File: src/rtl/ar_arbiter_pkg.sv
// Shared AXI read-address widths, arbiter FSM state encoding and the
// round-robin index helper used by the arbiter and its selector.
package ar_arbiter_pkg;

  localparam int AXI_ADDR_BITS = 32;
  localparam int AXI_LEN_BITS  = 8;
  localparam int AXI_ID_BITS   = 2;

  typedef enum logic [1:0] {
    S_IDLE = 2'd0,
    S_ADDR = 2'd1,
    S_DATA = 2'd2
  } ar_state_e;

  typedef struct packed {
    logic [AXI_ADDR_BITS-1:0] addr;
    logic [AXI_LEN_BITS-1:0]  len;
  } ar_req_t;

  // Next master index after idx, wrapping at n.
  function automatic logic [AXI_ID_BITS-1:0] rr_next(
    input logic [AXI_ID_BITS-1:0] idx,
    input int                     n
  );
    return (idx == AXI_ID_BITS'(n - 1)) ? '0 : idx + 1'b1;
  endfunction

endpackage

File: src/rtl/ar_arbiter_rr_select.sv
// Combinational round-robin pick: scans from (last+1) with wrap and returns
// the first requesting master.
module rr_select
  import ar_arbiter_pkg::*;
#(
  parameter int NUM_M = 3
) (
  input  logic [NUM_M-1:0]       i_req,
  input  logic [AXI_ID_BITS-1:0] i_last,
  output logic [AXI_ID_BITS-1:0] o_win,
  output logic                   o_vld
);

  logic [AXI_ID_BITS-1:0] w_idx;

  always_comb begin
    o_win = '0;
    o_vld = 1'b0;
    w_idx = i_last;
    for (int k = 0; k < NUM_M; k++) begin
      w_idx = rr_next(w_idx, NUM_M);
      if (!o_vld && i_req[w_idx]) begin
        o_win = w_idx;
        o_vld = 1'b1;
      end
    end
  end

endmodule

File: src/rtl/ar_arbiter.sv
// AXI read-address arbiter: three masters share one address decoder port,
// one transaction in flight at a time, round-robin between grants.
module ar_arbiter
  import ar_arbiter_pkg::*;
#(
  parameter int NUM_M = 3
) (
  input  logic                     ACLK,
  input  logic                     ARESET,
  input  logic                     ARVALID_M0,
  input  logic                     ARVALID_M1,
  input  logic                     ARVALID_M2,
  input  logic [AXI_ADDR_BITS-1:0] ARADDR_M0,
  input  logic [AXI_ADDR_BITS-1:0] ARADDR_M1,
  input  logic [AXI_ADDR_BITS-1:0] ARADDR_M2,
  input  logic [AXI_LEN_BITS-1:0]  ARLEN_M0,
  input  logic [AXI_LEN_BITS-1:0]  ARLEN_M1,
  input  logic [AXI_LEN_BITS-1:0]  ARLEN_M2,
  output logic                     ARREADY_M0,
  output logic                     ARREADY_M1,
  output logic                     ARREADY_M2,
  output logic                     ARVALID_S,
  output logic [AXI_ADDR_BITS-1:0] ARADDR_S,
  output logic [AXI_LEN_BITS-1:0]  ARLEN_S,
  output logic [AXI_ID_BITS-1:0]   ARID_S,
  input  logic                     ARREADY_S,
  input  logic                     RVALID_S,
  input  logic                     RREADY_S,
  input  logic                     RLAST_S,
  output logic                     BUSY
);

  ar_state_e              r_state;
  logic [AXI_ID_BITS-1:0] r_gnt;
  logic [AXI_ID_BITS-1:0] r_last;

  logic [NUM_M-1:0]       w_arvalid;
  ar_req_t [NUM_M-1:0]    w_req;
  logic [NUM_M-1:0]       w_arready;
  logic [AXI_ID_BITS-1:0] w_win;
  logic                   w_win_vld;
  logic                   w_in_addr;
  logic                   w_ar_hs;
  logic                   w_r_last_hs;
  ar_req_t                w_sel;

  assign w_arvalid = {ARVALID_M2, ARVALID_M1, ARVALID_M0};
  assign w_req[0]  = {ARADDR_M0, ARLEN_M0};
  assign w_req[1]  = {ARADDR_M1, ARLEN_M1};
  assign w_req[2]  = {ARADDR_M2, ARLEN_M2};

  rr_select #(
    .NUM_M (NUM_M)
  ) u_rr_select (
    .i_req  (w_arvalid),
    .i_last (r_last),
    .o_win  (w_win),
    .o_vld  (w_win_vld)
  );

  assign w_in_addr   = (r_state == S_ADDR);
  assign w_sel       = w_req[r_gnt];
  assign w_ar_hs     = ARVALID_S && ARREADY_S;
  assign w_r_last_hs = RVALID_S && RREADY_S && RLAST_S;

  always_ff @(posedge ACLK) begin
    if (ARESET) begin
      r_state <= S_IDLE;
      r_gnt   <= '0;
      r_last  <= AXI_ID_BITS'(NUM_M - 1);
    end else begin
      case (r_state)
        S_IDLE: begin
          if (w_win_vld) begin
            r_gnt   <= w_win;
            r_last  <= w_win;
            r_state <= S_ADDR;
          end
        end
        // Wait for the decoder; a master withdrawing ARVALID does not abort.
        S_ADDR: begin
          if (w_ar_hs) r_state <= S_DATA;
        end
        S_DATA: begin
          if (w_r_last_hs) r_state <= S_IDLE;
        end
        default: r_state <= S_IDLE;
      endcase
    end
  end

  // Address path is only open in ADDR; everything else is forced low.
  assign ARVALID_S = w_in_addr && w_arvalid[r_gnt];
  assign ARADDR_S  = w_in_addr ? w_sel.addr : '0;
  assign ARLEN_S   = w_in_addr ? w_sel.len  : '0;
  assign ARID_S    = r_gnt;
  assign BUSY      = (r_state != S_IDLE);

  for (genvar m = 0; m < NUM_M; m++) begin : g_rdy
    assign w_arready[m] = w_in_addr && (r_gnt == AXI_ID_BITS'(m)) && ARREADY_S;
  end

  assign ARREADY_M0 = w_arready[0];
  assign ARREADY_M1 = w_arready[1];
  assign ARREADY_M2 = w_arready[2];

  a_rdy_onehot: assert property (@(posedge ACLK) disable iff (ARESET)
    $onehot0(w_arready));
  a_gnt_range: assert property (@(posedge ACLK) disable iff (ARESET)
    r_gnt < AXI_ID_BITS'(NUM_M));
  a_state_legal: assert property (@(posedge ACLK) disable iff (ARESET)
    r_state inside {S_IDLE, S_ADDR, S_DATA});

endmodule

File: config.mk
export PLATFORM = sky130hd
export DESIGN_NAME = ar_arbiter
export DESIGN_NICKNAME = d
export VERILOG_FILES = /design/src/rtl/ar_arbiter_pkg.sv /design/src/rtl/ar_arbiter_rr_select.sv /design/src/rtl/ar_arbiter.sv
export SDC_FILE = /design/constraint.sdc
export NUM_CORES = 1
export LEC_CHECK = 0
export CAP_MARGIN = 20
export CELL_PAD_IN_SITES_DETAIL_PLACEMENT = 0
export CELL_PAD_IN_SITES_GLOBAL_PLACEMENT = 1
export CORE_MARGIN = 2
export CORE_UTILIZATION = 15
export CTS_CLUSTER_DIAMETER = 60
export DETAILED_ROUTE_END_ITERATION = 8
export GPL_TIMING_DRIVEN = 1
export PLACE_DENSITY = 0.93
export SYNTH_ARGS = -nofsm -noshare
export SYNTH_HDL_FRONTEND = slang
export SYNTH_SLANG_ARGS = --single-unit
File: constraint.sdc
create_clock -name ACLK -period 3.25 [get_ports ACLK]
set_clock_uncertainty 0.2 [all_clocks]
set_input_delay 0.325 -clock ACLK [delete_from_list [all_inputs] [get_ports ACLK]]
set_output_delay 0.325 -clock ACLK [all_outputs]
set_load 0.05 [all_outputs]
# == After elaboration in Yosys (flattened, before gate mapping) ==
# Index checks and enable logic that the tools add are counted.
# Widths: inputs -> output; s select.
# classes
muxes,25
order_cmp,4
n_eq_ne,10
n_reduce_logical,19
n_addsub,3
# op_table
op,count
$bmux 40 s2,1
$mux 40,1
$mux 32,1
$mux 2,9
$logic_and 1x1->1,12
$lt 2x3->1 const B,4
$eq 2x2->1 const B,5
$bmux 1 s2,4
$mux 8,1
$mux 1,7
$add 2x1->2 const B,3
$pmux 2 s3,1
$eq 2x1->1 const B,2
$logic_not 2->1,2
$ne 2x1->1 const B,2
$reduce_and 3->1,1
$logic_not 1->1,2
$ne 2x2->1 const B,1
$reduce_and 2->1,1
$reduce_bool 2->1,1
# totals
input_bits,129
regBits,6
output_inout_bits,47
word_cells,64

# == Depth between registers and ports, before layout ==
# depth
depth_word,13
depth_mapped,6
ltp_nobuf,4

# == Cells and area by module ==
# A second synthesis with hierarchy kept.
# hier_totals
cells_unflattened,223
hier_area_um2,1500.2
# by_module_without_submodules
module,area_each_um2,instances,cells_per_inst,seq_area_each_um2
ar_arbiter,1450.1,1,215,100.1
rr_select,50.0,1,8,0.0

# == Worst setup path before layout ==
# OpenSTA, ideal clock, no wires.
# synth_timing
path_kind,register to output
startpoint,"register r_gnt[1], in the netlist ARID_S[1]"
endpoint,output ARREADY_M1
n_path_buf,2
slack_ns,0.680
path_stages_with_launch,4
t_arrival_ns,2.045
required_time_ns,2.725
cell_sequence,dfxtp_1 buf_6 clkbuf_1 nor3b_1
# synth_between
elab_chain_len,3
# synth_lines
element,line,rtl
start: declaration,ar_arbiter.sv:34,logic [AXI_ID_BITS-1:0] r_gnt;
start signal: assignment,ar_arbiter.sv:75,r_gnt <= w_win;
$eq 2x1->1,ar_arbiter.sv:100,assign w_arready[m] = w_in_addr && (r_gnt == AXI_ID_BITS'(m)) && ARREADY_S;
$logic_and 1x1->1 (2 in series),ar_arbiter.sv:100,
end: declaration,ar_arbiter.sv:20,"output logic ARREADY_M1,"
# No other way between the ends.

# == Worst setup path in the final report ==
# layout_timing
startpoint,register r_state[0]
endpoint,output ARREADY_M1
# layout_between
elab_chain_len,3
# layout_lines
element,line,rtl
start: declaration,ar_arbiter.sv:33,ar_state_e r_state;
start signal: assignment,ar_arbiter.sv:68,r_state <= S_IDLE;
start signal: assignment,ar_arbiter.sv:77,r_state <= S_ADDR;
start signal: assignment,ar_arbiter.sv:82,if (w_ar_hs) r_state <= S_DATA;
$eq 2x1->1,ar_arbiter.sv:61,assign w_in_addr = (r_state == S_ADDR);
$logic_and 1x1->1 (2 in series),ar_arbiter.sv:100,
# No other way between the ends.

==> results.sh <==
export IMPL_whs_ns=0.321
export IMPL_pin_count=176
export IMPL_hold_start="r_state[1]"
export IMPL_root_buffer="clkbuf_8"
export IMPL_required_ns=2.72
export IMPL_placed_cell_area_sq_um=3550
export IMPL_final_cell_mix="clkdlybuf4s50_1 (133), nor2_1 (85), buf_12 (43)"
export IMPL_totalWireLength_mm=6.82
export IMPL_min_path_type="reg -> reg"
export IMPL_antenna_found_initial=0
export IMPL_finalNetCount=509
export IMPL_max_slew_worst_pin_slew_ns=0.890
export IMPL_synth_nets=346
export IMPL_synthesis_area_sq_um=1310
export IMPL_endpoint_kind="primary output"
export IMPL_hpwl_mm=5.50
export IMPL_reg2reg_depth=4
export IMPL_ys_warnings_count=0
export IMPL_start_util_pct=15.3
export IMPL_nFillCells=845
export IMPL_grt_pass1_vias=2212
export IMPL_cp_startpoint="r_state[0]"
export IMPL_crit_path_start_kind="flop"
export IMPL_cts_tree="yes"
export IMPL_grt_max_degree=46
export IMPL_place_inst=483
export IMPL_worstSetupPathType="reg -> out"
export IMPL_register_area_sq_um=103
export IMPL_hold_viol=0
export IMPL_slew_headroom_pct=40.6
export IMPL_drive_gt1_share_pct=14.5
export IMPL_yosysTopAreaCell="mux2i_1"
export IMPL_r2r_start="ARID_S[1]"
export IMPL_wire_per_inst_um=14.0
export IMPL_drc=0
export IMPL_drt_vias_per_instance=4.46
export IMPL_syn_to_final_growth_pct=174
export IMPL_clock_sinks=5
export IMPL_cts_htree_levels=1
export IMPL_drv_cap=0
export IMPL_cts_buffers=3
export IMPL_ys_seq_area_share_pct=7.63
export IMPL_syn_instance_count=217
export IMPL_layout_min_cycle_time_ns=2.55
export IMPL_leakage_nw=1.37
export IMPL_rsz0062_at_grt="no"
export IMPL_antenna_cells=0
export IMPL_final_common_cell="clkdlybuf4s50_1"
export IMPL_die_w_um=97.5
export IMPL_grt_usage_pct=13.4
export IMPL_grt_overflow=0
export IMPL_die_area_sq_um=9510
export IMPL_vias=2172
export IMPL_ctsHoldBuffers=0
export IMPL_syn_area_per_cell_sq_um=6.04
export IMPL_post_cts_buffers=0
export IMPL_clock_path_buffers=2
export IMPL_synthDistinctLibCells=26
export IMPL_synth_seq_cells=5
export IMPL_core_area_sq_um=8590
export IMPL_fin_cells=487
export IMPL_irDropWorstVdd_mv=0.225
export IMPL_grt_pass1_wl_mm=10.8
export IMPL_pwr_density_cell_nw_per_um2=275
export IMPL_ys_top_cells_by_area="mux2i_1 (31%), nor2_1 (24%), a21oi_1 (16%), dfxtp_1 (7.6%), buf_4 (2.9%)"
export IMPL_status="finished, final reports clean"
export IMPL_clock_latency_ns=0.23
export IMPL_first_pass_iters=4
export IMPL_final_area_sq_um=3600
export IMPL_arrival_ns=2.03
export IMPL_path_clk_slew_ns=0.04
export IMPL_cts_resized=0
export IMPL_drt_iter0_drc=53
export IMPL_max_freq_mhz=392
export IMPL_place_congestion=0.844
export IMPL_crit_fanout=6
export IMPL_finalCritPeriodShare_pct=78.5
export IMPL_finalSetupViolCount=0
export IMPL_ant_nets=0
export IMPL_synth_top_area_share_pct=31.3
export IMPL_rows=34
export IMPL_drv_slew=0
export IMPL_port_buffers=175
export IMPL_multi_input_area_sq_um=1090
export IMPL_final_setup_tns_ns=0
export IMPL_min_delay_path_depth=1
export IMPL_die_h_um=97.5
[critical path: stages, from the launching register on]
cell and delay [ns]:
dfxtp_1 0.42, nor2b_1 0.20, nand2_1 0.13, nor3b_1 0.22, clkdlybuf4s50_1 0.84
[cell type report]
class | count | area share (%)
Clock buffer | 4 | 1.25
Sequential cell | 5 | 2.85
Tap cell | 108 | 3.76
Timing Repair Buffer | 179 | 61.5
Inverter | 2 | 0.209
Multi-Input combinational cell | 189 | 30.4
[flip-flops by register name, indices dropped and copies added, names as in the netlist]
signal   count
ARID_S       2
r_last       1
r_state      2
[path summary, 6_finish.rpt]
kind	slack [ns]	to
setup / recovery	0.70	ARREADY_M1
hold / removal	0.32	r_state[0]
setup reg to reg	1.69	r_state[1]
hold reg to reg	0.32	r_state[0]
[cell families (layout without fill, tap and decap cells)]
| group | count (synthesis) | after routing | share of synthesized area, % |
|---|---|---|---|
| AOI/OAI and AO/OA | 50 | 50 | 21.1 |
| buffers and inverters | 23 | 185 | 9.73 |
| DFF | 5 | 5 | 7.63 |
| muxes | 41 | 41 | 31.3 |
| and+or+nand+nor | 98 | 98 | 30.2 |
[stage by stage]
step                util (%)  setup slack [ns]  total power, mW
floorplan                  -             0.680            0.449
global placement        41.4             0.733            0.865
detailed placement      41.4             0.753            0.876
CTS                     41.9             0.696            0.999
global route            41.9             0.565             1.04
finish                  41.9             0.699            0.988
[cell usage after synthesis]
cell	number
a21oi_1	42
a2bb2oi_1	1
a2bb2oi_2	1
a31oi_1	1
a32oi_1	1
and3_1	1
buf_1	1
buf_2	6
buf_4	5
buf_6	2
clkbuf_1	7
dfxtp_1	5
inv_1	2
mux2i_1	41
nand2_1	4
nand2b_1	1
nor2_1	85
nor2b_1	3
nor3_1	1
nor3b_1	1
nor4_1	1
nor4_2	1
o2111ai_1	1
o21ai_0	1
o22ai_1	1
o31ai_1	1
[power breakdown]
part	switching (mW)	internal [mW]	leakage, nW	total [mW]
sequential	0.00769	0.0672	0.0421	0.0748
clock	0.0331	0.0844	0.0228	0.118
combinational	0.392	0.404	1.31	0.796
[per-layer routing]
metal  track usage [%]  vias up  share of wire (%)
met5                 0        -                  0
met4              2.35        0                1.1
met3              2.23        6                6.5
met2              26.0      109                 52
met1              15.5      994                 40
li1                  -     1063                  -
Power figures use the tool's default switching activity.
